--- src/rtl/iobuf_turnaround_ctrl.sv ---
// Turnaround sequencer for one bank of tristate pad buffers shared by a write and a read requester.
// Optional bus parking after writes is enabled by defining IOBUF_PARK_DRIVE_EN.
module iobuf_turnaround_ctrl #(
  parameter int WIDTH       = 8,
  parameter int TURN_CYCLES = 2,
  parameter int RD_LAT      = 1
) (
  input  logic             CLK,
  input  logic             RST_N,
  input  logic             WR_VALID,
  input  logic [WIDTH-1:0] WR_DATA,
  output logic             WR_READY,
  input  logic             RD_VALID,
  output logic             RD_READY,
  output logic [WIDTH-1:0] RD_DATA,
  output logic             RD_DONE,
  output logic [WIDTH-1:0] PAD_I,
  output logic             PAD_T,
  input  logic [WIDTH-1:0] PAD_O,
  output logic             BUSY
);

  localparam int MAX_CNT = (TURN_CYCLES > RD_LAT) ? TURN_CYCLES : RD_LAT;
  localparam int CW      = $clog2(MAX_CNT + 1);
  localparam logic [CW-1:0] TURN_LD = CW'(TURN_CYCLES);
  localparam logic [CW-1:0] RD_LD   = CW'(RD_LAT);
  localparam logic [CW-1:0] CNT_ONE = CW'(1);

`ifdef IOBUF_PARK_DRIVE_EN
  localparam bit PARK_EN = 1'b1;
`else
  localparam bit PARK_EN = 1'b0;
`endif

  typedef enum logic [1:0] {
    IDLE     = 2'd0,
    DRV      = 2'd1,
    SMP_WAIT = 2'd2,
    TURN     = 2'd3
  } state_e;

  state_e           state_q, state_d;
  logic [CW-1:0]    cnt_q, cnt_d;
  logic             last_rd_q, last_rd_d;
  logic             rd_pend_q, rd_pend_d;
  logic             pad_t_q, pad_t_d;
  logic [WIDTH-1:0] pad_i_q, pad_i_d;
  logic [WIDTH-1:0] rd_data_q, rd_data_d;
  logic             rd_done_q, rd_done_d;
  logic             wr_ready, rd_ready;

  always_comb begin
    // NOTE: every combinational output gets a default first so no path can infer a latch.
    state_d   = state_q;
    cnt_d     = cnt_q;
    last_rd_d = last_rd_q;
    rd_pend_d = rd_pend_q;
    pad_t_d   = pad_t_q;
    pad_i_d   = pad_i_q;
    rd_data_d = rd_data_q;
    rd_done_d = 1'b0;
    wr_ready  = 1'b0;
    rd_ready  = 1'b0;

    unique case (state_q)
      IDLE: begin
        // Round-robin: a contested write wins only if the read went last.
        if (WR_VALID && (!RD_VALID || last_rd_q)) begin
          wr_ready  = 1'b1;
          last_rd_d = 1'b0;
          pad_i_d   = WR_DATA;
          pad_t_d   = 1'b0;
          state_d   = DRV;
        end else if (RD_VALID) begin
          rd_ready  = 1'b1;
          last_rd_d = 1'b1;
          pad_t_d   = 1'b1;
          // Bus only driven in IDLE when parked: release it before sampling.
          if (PARK_EN && !pad_t_q && TURN_CYCLES != 0) begin
            rd_pend_d = 1'b1;
            cnt_d     = TURN_LD;
            state_d   = TURN;
          end else begin
            cnt_d   = RD_LD;
            state_d = SMP_WAIT;
          end
        end
      end

      DRV: begin
        if (WR_VALID && !RD_VALID) begin
          wr_ready = 1'b1;
          pad_i_d  = WR_DATA;
        end else if (PARK_EN) begin
          state_d = IDLE;
        end else begin
          pad_t_d = 1'b1;
          cnt_d   = TURN_LD;
          state_d = (TURN_CYCLES == 0) ? IDLE : TURN;
        end
      end

      SMP_WAIT: begin
        cnt_d = cnt_q - CNT_ONE;
        if (cnt_q == CNT_ONE) begin
          rd_data_d = PAD_O;
          rd_done_d = 1'b1;
          cnt_d     = TURN_LD;
          state_d   = (TURN_CYCLES == 0) ? IDLE : TURN;
        end
      end

      TURN: begin
        cnt_d = cnt_q - CNT_ONE;
        if (cnt_q <= CNT_ONE) begin
          if (rd_pend_q) begin
            rd_pend_d = 1'b0;
            cnt_d     = RD_LD;
            state_d   = SMP_WAIT;
          end else begin
            state_d = IDLE;
          end
        end
      end

      default: state_d = IDLE;
    endcase
  end

  // NOTE: sequential state uses non-blocking assignments so all flops update together at the edge.
  always_ff @(posedge CLK or negedge RST_N) begin
    if (!RST_N) begin
      state_q   <= IDLE;
      cnt_q     <= '0;
      last_rd_q <= 1'b1;
      rd_pend_q <= 1'b0;
      pad_t_q   <= 1'b1;
      pad_i_q   <= '0;
      rd_data_q <= '0;
      rd_done_q <= 1'b0;
    end else begin
      state_q   <= state_d;
      cnt_q     <= cnt_d;
      last_rd_q <= last_rd_d;
      rd_pend_q <= rd_pend_d;
      pad_t_q   <= pad_t_d;
      pad_i_q   <= pad_i_d;
      rd_data_q <= rd_data_d;
      rd_done_q <= rd_done_d;
    end
  end

  assign WR_READY = wr_ready;
  assign RD_READY = rd_ready;
  assign RD_DATA  = rd_data_q;
  assign RD_DONE  = rd_done_q;
  assign PAD_I    = pad_i_q;
  assign PAD_T    = pad_t_q;
  assign BUSY     = (state_q != IDLE);

endmodule

--- config.mk ---
export PLATFORM = sky130hd
export DESIGN_NAME = iobuf_turnaround_ctrl
export DESIGN_NICKNAME = d
export VERILOG_FILES = /design/src/rtl/iobuf_turnaround_ctrl.sv
export SDC_FILE = /design/constraint.sdc
export NUM_CORES = 1
export LEC_CHECK = 0
export CORE_AREA = 2 2 54 56
export CTS_CLUSTER_SIZE = 40
export DETAILED_ROUTE_END_ITERATION = 12
export DIE_AREA = 0 0 56 58
export HOLD_SLACK_MARGIN = 0.03
export PLACE_DENSITY = 0.76
export SLEW_MARGIN = 20
export SYNTH_ARGS = -nofsm -noshare
export SYNTH_HDL_FRONTEND = slang
export SYNTH_SLANG_ARGS = --single-unit
--- constraint.sdc ---
create_clock -name CLK -period 2.24 [get_ports CLK]
set_input_delay 0.448 -clock CLK [delete_from_list [all_inputs] [get_ports CLK]]
set_output_delay 0.448 -clock CLK [all_outputs]
set_load 0.03 [all_outputs]
* Word level (Yosys, flattened, before mapping)
Index checks and enable logic that the tools add are counted.
Widths: inputs -> output; s select.
** Word-level totals
- Register bits :: 23
** Operators by class
- Add/subtract/negate cells :: 1
- Muxes and demuxes :: 26
- $lt $le $gt $ge :: 1
- Reductions and logical operators :: 14
- Equality and inequality tests :: 12
** Operators by type and width (count)
- $mux 2 :: 9
- $mux 8 :: 2
- $pmux 2 s4 :: 2
- $pmux 8 s2 :: 1
- $ne 2x2->1 const B :: 7
- $mux 1 :: 10
- $reduce_and 3->1 :: 3
- $reduce_bool 2->1 :: 3
- $eq 2x1->1 const B :: 2
- $eq 2x2->1 const B :: 2
- $pmux 1 s2 :: 2
- $reduce_and 2->1 :: 2
- $reduce_and 4->1 :: 1
- $ne 3x3->1 const B :: 1
- $le 2x1->1 const B :: 1
- $logic_and 1x1->1 :: 2
- $logic_not 2->1 :: 1
- $sub 2x1->2 const B :: 1
- $logic_not 1->1 :: 1
- $logic_or 1x1->1 :: 1

* Depth between registers and ports, before layout
- Word-level depth :: 5
- Gate-level depth with buffers :: 7
- Mapped depth without buffers :: 6

* Worst setup path before layout
No wires, ideal clock.
- Path kind :: flip-flop to output port
- Start :: reg state_q[1]
- End :: out WR_READY
- Data required time :: 1.792 ns
- Arrival :: 1.381 ns
- Stages on the path, launching flop included :: 6
- Setup slack :: 0.411 ns
- Path through :: dfrtp_1 inv_1 ha_1 nor2b_1 a21oi_1 nor2b_1
** On the way
- Longest elaborated chain between the ends :: 2
** RTL lines
- start: declaration :: line 42 : state_e state_q, state_d;
- start signal: assignment :: line 142 : state_q <= state_d;
- $eq 2x1->1 / $logic_not 2->1 (equally long branches) :: line 65 : unique case (state_q)
- $pmux 1 s2 (*) :: line 65
- end: declaration :: line 12 : output logic WR_READY,
Every way passes the cells marked *; elsewhere a longest branch is shown, timed or not.

* Worst setup path after layout
- Start :: in RD_VALID
- End :: out RD_READY
** On the way
- Longest elaborated chain between the ends :: 5
** RTL lines
- start: declaration :: line 13 : input logic RD_VALID,
- $logic_not 1->1 :: line 68 : if (WR_VALID && (!RD_VALID || last_rd_q)) begin
- $logic_or 1x1->1 :: line 68
- $logic_and 1x1->1 :: line 68
- $mux 1 (*) :: line 68
- $mux 1 (*) :: line 65
- end: declaration :: line 14 : output logic RD_READY,
Marked as above.

==> key figures <==
Die
  – Initial Util: 0.4159
  – # IOs: 41
  – Die Area: 3248 sq um
  – Die Y: slightly below 60 um
  – Die Width: roughly 56 um
  – Core Rows: 19
  – Core Area: 2663 sq um

Place
  – Port Buffers: 40
  – Detailed Place HPWL: 1.686 mm
  – Cell Count Post-Placement: 162
  – Gp weighted congestion: 0.8927
  – Area post-placement: 1541 sq um
  – Pre-CTS setup slack: 0.1726 ns

Synth
  – Synth Instances: 91
  – Cell variety after synth: 22
  – Synth top area cells: dfrtp_1, mux2_2, ha_1, dfstp_2, mux2i_1
  – Top FF cell, synth: dfrtp_1
  – Sequential fraction of the synthesis area: 0.5220
  – Syn nets: 118
  – Seq cells post-synth: 23
  – Commonest cells post-synth: dfrtp_1, mux2_2, ha_1, inv_1, a21oi_1
  – Ys async rst share: 1.000
  – Share of the synthesized area in the top cell type: 0.4746
  – Synthesis warning total: 0
  – Synth Cell Area: between 1000 and 1500 sq um
  – Top-count cell post-synth: dfrtp_1
  – Mean Syn Cell Area: 12.17 sq um
  – Post-synth EDFFs: 0
  – Area leader, netlist: dfrtp_1

Timing
  – Measured slew at the worst slew-check pin: ~0.47 ns
  – Max Clk Rate: 484.3 MHz
  – Post-Route Setup TNS: 0 ns
  – Max Slew Vio Count: 0
  – Post-Route Skew: 0.009863 ns
  – Final worst path period share: 0.9218
  – RSZ-0062 raised after global routing: false
  – Slew HR: 0.6882
  – Final worst slack: 0.1751 ns
  – # setup viols final: 0
  – Final Hold Viols: 0
  – Min cycle time layout: 2.065 ns

Critical path
  – R2R depth: 5
  – Crit-path cells: clkdlybuf4s50_1 -> nand2b_1 -> and2_1 -> nor2_1 -> buf_4
  – Worst flop-to-flop path startpoint: state_q[0]
  – Worst setup startpoint: RD_VALID
  – R2R Setup Slk: between 0.3 and 0.4 ns
  – Slowest cell on crit path: clkdlybuf4s50_1
  – Worst EP arrival: 1.62 ns
  – Crit Path Max Fanout: 7
  – Worst Path Class, Setup: in2out
  – Worst Setup End Kind: primary output
  – RR Endpoint: PAD_I[4]
  – CP Data Required Time: between 1.5 and 2 ns
  – Crit path launch type: primary input
  – CP max stage delay: between 0.5 and 0.6 ns
  – CP endpoint: RD_READY

Power and ir drop
  – Clk pwr share: 0.078
  – Power Dens Cells: 1530 nW/um^2
  – LEAKAGE: 0.6804 nW
  – Register share of total power: 0.317
  – Switching share of total power: 0.4236
  – Peak VDD IR: 0.0008767 V
  – Logic pwr share: 0.605
  – NetSw: 1.019 mW
  – Pint: approximately 1.4 mW

Finish
  – Multi-input logic area: 500.5 sq um
  – ANT cells: 0
  – Fillcell total: ~230
  – Non-Filler Instances: 166
  – Nets@finish: 163
  – Share of layout cells above drive strength 1: 0.2222
  – Syn-to-layout area delta: 41.92%
  – Seq. cell area: 578.1 sq um
  – Post-route design area: around 1600 sq um

Hold path
  – Worst hold path class: in2async

Route
  – Vias per inst: 4.855
  – DR WL/cell: 12.87 um
  – DRC errors left: 0
  – DR vias: 806
  – Drt pass-1 iters: 4
  – Post-DRT Antenna Nets: 0
  – Total Wirelength: 2.136 mm
  – First DRT Iteration DRCs: 13

Clock tree
  – Clk root buf: clkbuf_4
  – Hold buffer count at CTS: 0
  – CTS Buffer Depth: 2
  – Htree depth: 1
  – CTS tree: built
  – # clock sinks: 23
  – CTS clk-pin slew, worst paths: 0.13 ns
  – CTS Buf Count: 3
  – Worst skew pair latency: 0.30 ns

GRT
  – GRT Resource Usage Total: 0.1440
  – Initial antenna violation count: 0
  – Vias in the first global route: 798
  – Gr ovfl total: 0
  – Pin count of the biggest net entering global routing: 24
  – Global-route wire length before repair: 3.712 mm

Run
  – Max cap viols: 0

Run status
  – Status: finished, final reports clean
[sequential cells by signal (all words and copies together), names as in the netlist]
signal,flops
PAD_T,1
last_rd_q,1
RD_DONE,1
state_q,2
RD_DATA,8
PAD_I,8
cnt_q,2
[worst max-delay path: cells and delay by family]
family | cells | cell delay [ns]
buffers and inverters | 2 | 0.75
AND/OR/NAND/NOR | 3 | 0.41
[worst min path at each step]
stage,startpoint,cells past startpoint,end,slack [ns]
floorplan,RST_N,0,PAD_I[0],0.15
global placement,cnt_q[0],1,cnt_q[0],0.49
detailed placement,RD_DATA[0],1,RD_DATA[0],0.49
CTS,RST_N,2,PAD_I[4],0.50
global route,RST_N,2,PAD_I[4],0.50
finish,RST_N,2,PAD_I[4],0.48
[per-layer routing]
layer / global-route usage / routed length (um) / up-vias
met2: 0.2353 / 1099 / 15
met5: 0 / 0 / -
met1: 0.1994 / 955 / 394
li1: - / - / 395
met3: 0.02455 / 69 / 2
met4: 0.04082 / 12 / 0
[power by group through the flow]
stage,clock [mW],combinational (mW),sequential [mW]
global placement,0,1.43,0.757
detailed placement,0,1.47,0.771
CTS,0.196,1.47,0.760
finish,0.188,1.45,0.762
floorplan,0,0.632,1.08
global route,0.227,1.58,0.785
[logic make-up after synthesis]
kind of cell | count (synthesis) | synth area share
AO/OA/AOI/OAI | 15 | 0.08363
adder cells (fa/ha/maj) | 7 | 0.07909
buffers and inverters | 8 | 0.03052
flip-flops | 23 | 0.5220
multiplexers | 21 | 0.2090
AND/OR/NAND/NOR | 17 | 0.07571
[cell usage in the layout (no fill, tap or decap), drive strengths merged, types with 2 or more instances in the layout]
cell type,netlist,layout
nor2,4,4
ha,7,7
mux2i,4,4
nand2,5,5
clkdlybuf4s50,0,37
o21ai,5,5
nor2b,2,2
buf,1,3
a21oi,7,7
nand2b,3,3
mux2,17,17
dfstp,2,2
dfrtp,21,21
inv,7,7
clkbuf,0,4
and2,2,2
[cell type report]
type,instances,share of cell area
Sequential cell,23,0.3678
Tap cell,31,0.02468
Timing Repair Buffer,41,0.2556
Clock buffer,4,0.01672
Inverter,7,0.01672
Multi-Input combinational cell,60,0.3185
[repair_timing]
item,in CTS,in global routing
gates cloned,0,0
setup buffers,0,0
resized for setup,2,2
setup endpoints to repair,1,1
endpoints found under the hold margin,0,0
[per-stage QoR]
stage                     hold WS [ns]    util  power (mW)
after global routing            0.4998  0.5902       2.592
final                           0.4811  0.5902       2.404
after detailed placement        0.4938  0.5789       2.238
after CTS                       0.4969  0.5893       2.429
after global placement          0.4873  0.5789       2.184
after floorplan                 0.1524       -       1.709
Note: power is estimated with default switching activity, not from simulation.
==> RTL change 1, RTL diff (same flow settings) <==
Change the parameter `WIDTH` from 8 to 7.
--- a/src/rtl/iobuf_turnaround_ctrl.sv
+++ b/src/rtl/iobuf_turnaround_ctrl.sv
@@ -3,3 +3,3 @@
 module iobuf_turnaround_ctrl #(
-  parameter int WIDTH       = 8,
+  parameter int WIDTH       = 7,
   parameter int TURN_CYCLES = 2,
Ports: changed (resized PAD_I, PAD_O, RD_DATA and WR_DATA); port bits go from 41 to 37. No check against the original RTL was run, so the function may have changed too.
==> RTL change 1 against the original RTL <==
  * Synthesized area down 6.6%
  * Worst setup slack worse by 0.017 ns
  * Via count down 4.5%
  * Global-route usage down 1.2 points
  * Power down 6.7%
  * Routed wire length down 7.7%
  * Critical endpoint is now WR_READY
  * Sequential cell count down 2
  * Count of clock-buffer cells in the layout down 1
  * Cell area down 6.4%
  * Fmax down 0.80%
==> RTL change 1: results <==
metrics = {
    "synthesis": {
        "synthAdderAreaFrac_pct": 8.464,
        "synth_compound_area_share_pct": 8.948,
        "synth.distinct_cells": 22,
        "synth_area_leaders": "dfrtp_1, mux2_2, ha_1, dfstp_2, mux2i_1",
        "synth.yosys.seq_area_share_pct": 51.03,
        "muxShareOfSynthArea_pct": 20.19,
        "syn-num-nets": 112,
        "synth_commonest_cells": "dfrtp_1, mux2_2, ha_1, inv_1, a21oi_1",
    },
    "clock_tree": {
        "max-clock-path-buffers": 2,
    },
    "global_routing": {
        "grt_start_max_net_pins": 22,
        "grt_use_met1_pct": 16.17,
        "grtUsageMet3_pct": 5.357,
        "first_global_vias": 762,
        "met2_usage_pct": 22.18,
    },
    "drt": {
        "met1_length_um": 846,
        "drcViolationCount": 0,
        "routed_via_density": 4.843,
        "routed.top_layer": "met3",
        "drtIter0Drc": 10,
        "vias": 770,
        "wl_met3_um": 134,
        "drt-total-wl_um": 1972,
    },
    "pwr": {
        "p_seq_share_pct": 31.0,
        "ir_drop_v": 0.0009373,
        "swShare_pct": 42.75,
        "p_leak_uw": 0.0006437,
    },
    "setup_path": {
        "startpoint": "state_q[0]",
        "rr_worst_depth": 6,
        "reg2reg_slack_ns": 0.39,
        "path_max_fanout": 9,
        "critPathSlowestCell": "dfrtp_1",
        "critPathCapture": "WR_READY",
    },
    "final_layout": {
        "fin_nets": 154,
        "drive_above_1_share_pct": 22.66,
    },
    "sta": {
        "tightestPinTransition_ns": 0.4077,
    },
    "placement": {
        "gp_congestion": 0.7667,
        "dp.cells": 155,
    },
    "run_status": {
        "outcome": "complete, no violations",
    },
}
==> RTL change 1: changes by cell type after synthesis <==
cell	unedited run	this run
dfrtp_1	21	19
mux2_2	16	14
==> RTL change 1: metrics by stage <==
step | worst slack [ns] | area, sq um | total power, uW | hold WS, ns
global route | 0.01718 | 1471 | 2399 | 0.4578
global placement | 0.2129 | 1436 | 2031 | 0.4829
floorplan | 0.4112 | 1035 | 1582 | 0.1524
finish | 0.1585 | 1471 | 2243 | 0.4615
CTS | 0.000006439 | 1466 | 2268 | 0.4555
detailed placement | 0.1640 | 1436 | 2069 | 0.4838
==> RTL change 1: final cells by class <==
class | instances | share of cell area, %
inverters | 7 | 1.786
repair buffers | 38 | 25.34
clock inverters | 1 | 0.5102
well taps | 31 | 2.636
clock buffers | 3 | 1.531
multi-input cells | 58 | 32.31
flip-flops and latches | 21 | 35.88
==> RTL change 1: what timing repair did <==
item / 4_1_cts / 5_1_grt
endpoints found under the setup margin: 0 / 2
setup buffers: 0 / 0
resized for setup: 0 / 3
==> RTL change 2, RTL diff (config.mk and constraints unchanged) <==
Made on the original files. The 4 states of `state_e` get a one-hot encoding in 4 bits.
--- a/src/rtl/iobuf_turnaround_ctrl.sv
+++ b/src/rtl/iobuf_turnaround_ctrl.sv
@@ -34,7 +34,7 @@
 
-  typedef enum logic [1:0] {
-    IDLE     = 2'd0,
-    DRV      = 2'd1,
-    SMP_WAIT = 2'd2,
-    TURN     = 2'd3
+  typedef enum logic [3:0] {
+    IDLE     = 4'b0001,
+    DRV      = 4'b0010,
+    SMP_WAIT = 4'b0100,
+    TURN     = 4'b1000
   } state_e;
Check against the original RTL: same outputs for any inputs over 10 cycles, from zero or initial values and one cycle with RST_N low; not proved beyond that.
==> RTL change 2 against the original RTL <==
  * Sequential cell count increased by 2
  * Non-clock buffer count rose by 7
  * Via count is 21% higher
  * Synthesized area grew 17%
  * Cell area is 13% higher
  * Sequential power is 12% higher
  * Hold slack gained 0.034 ns
  * First-iteration DRC count increased by 69%
  * Worst setup slack lost 0.069 ns
  * Global-route usage increased by 3.0 points
  * Power increased by 25%
  * Routed wire length rose by 28%
  * Critical path type is now reg2out
  * Critical endpoint is now WR_READY
  * Highest routed layer unchanged
==> RTL change 2: results <==
metrics = {
    "final_layout": {
        "fin_nets": 176,
        "n_all_inverters": 8,
        "area_growth_pct": 36.81,
        "fill_cells": 196,
        "multi_input_area_share_pct": 33.47,
        "clock_area_share_pct": 1.483,
        "final-nonclk-buf-share_pct": 25.64,
        "drive_above_1_share_pct": 26.80,
        "clock_buffers": 4,
        "multi_input_gates": 68,
        "n_all_buffers": 48,
        "seqCellArea_sq_um": 629.4,
    },
    "setup_path": {
        "critPathSlowestCell": "dfrtp_1",
        "reg2reg_slack_ns": 0.37,
        "rr_worst_depth": 5,
        "critPathMaxStageDelay_ns": 0.43,
        "r2r_end": "cnt_q[1]",
        "startpoint": "state_q[3]",
        "critPathCapture": "WR_READY",
        "r2r-start": "state_q[1]",
        "arrival_ns": 1.69,
        "critPathTopFamily": "flip-flops",
        "path_max_fanout": 10,
    },
    "drt": {
        "met1_length_um": 1304,
        "routed_via_density": 5.299,
        "drt-total-wl_um": 2725,
        "drtIter0Drc": 22,
        "wl_met3_um": 156,
        "vias": 975,
        "wl_met2_um": 1246,
    },
    "clock_tree": {
        "clock_sinks": 25,
        "path_clk_slew_ns": 0.13,
        "cts_made_buffers": 3,
    },
    "global_routing": {
        "met2_usage_pct": 27.56,
        "grt_start_max_net_pins": 26,
        "grtUsageMet3_pct": 4.241,
        "grt_use_met1_pct": 25.04,
        "grt_pass1_wl_um": 4540,
        "track_usage_pct": 17.39,
        "first_global_vias": 1038,
    },
    "sta": {
        "maxSlewHeadroom_pct": 77.68,
        "timing.final.crit_share_pct": 95.28,
        "whs_ns": 0.5153,
        "fin_skew_ns": 0.007008,
    },
    "pwr": {
        "p_leak_uw": 0.0008008,
        "ir_drop_v": 0.001117,
    },
    "synthesis": {
        "synth_cells": 106,
        "synth.yosys.seq_area_share_pct": 48.60,
        "synth_area_leaders": "dfrtp_1, mux2_4, mux2_2, dfstp_2, nor4b_4",
        "synth-async-reset-ratio_pct": 100.0,
        "syn-num-nets": 128,
        "synth_commonest_cells": "dfrtp_1, mux2_2, mux2_4",
        "synth.distinct_cells": 39,
    },
    "placement": {
        "dp_slack_ns": 0.1892,
        "placed_area_sq_mm": 0.001732,
        "gp_congestion": 0.7562,
        "dp_hpwl_um": 2085,
        "placement.io_buffers": 40,
    },
    "run_status": {
        "outcome": "complete, no violations",
    },
    "hold_path": {
        "hp-class": "in2async",
    },
}
==> RTL change 2: kinds of logic (layout without fill, tap and decap cells) <==
kind of cell    Yosys count  in the layout  share of synthesized area, %
simple gates             30             30                         15.85
flops                    25             25                         48.60
mux                      18             18                         17.88
compound gates           15             15                         8.116
buf+inv                  13             60                         5.604
xor+xnor                  3              3                         2.029
fa+ha+maj                 2              2                         1.932
==> RTL change 2: repair_timing <==
| item | CTS | global route |
|---|---|---|
| resized for setup | 1 | 0 |
| setup endpoints to repair | 2 | 0 |
| setup buffers | 2 | 0 |
==> RTL change 2: power breakdown <==
| part | internal, uW | leakage [uW] | switching [uW] |
|---|---|---|---|
| registers | 693 | 0.000296 | 159 |
| clock network | 69.2 | 0.0000150 | 117 |
| logic | 938 | 0.000490 | 1020 |
| total | 1700 | 0.000801 | 1290 |
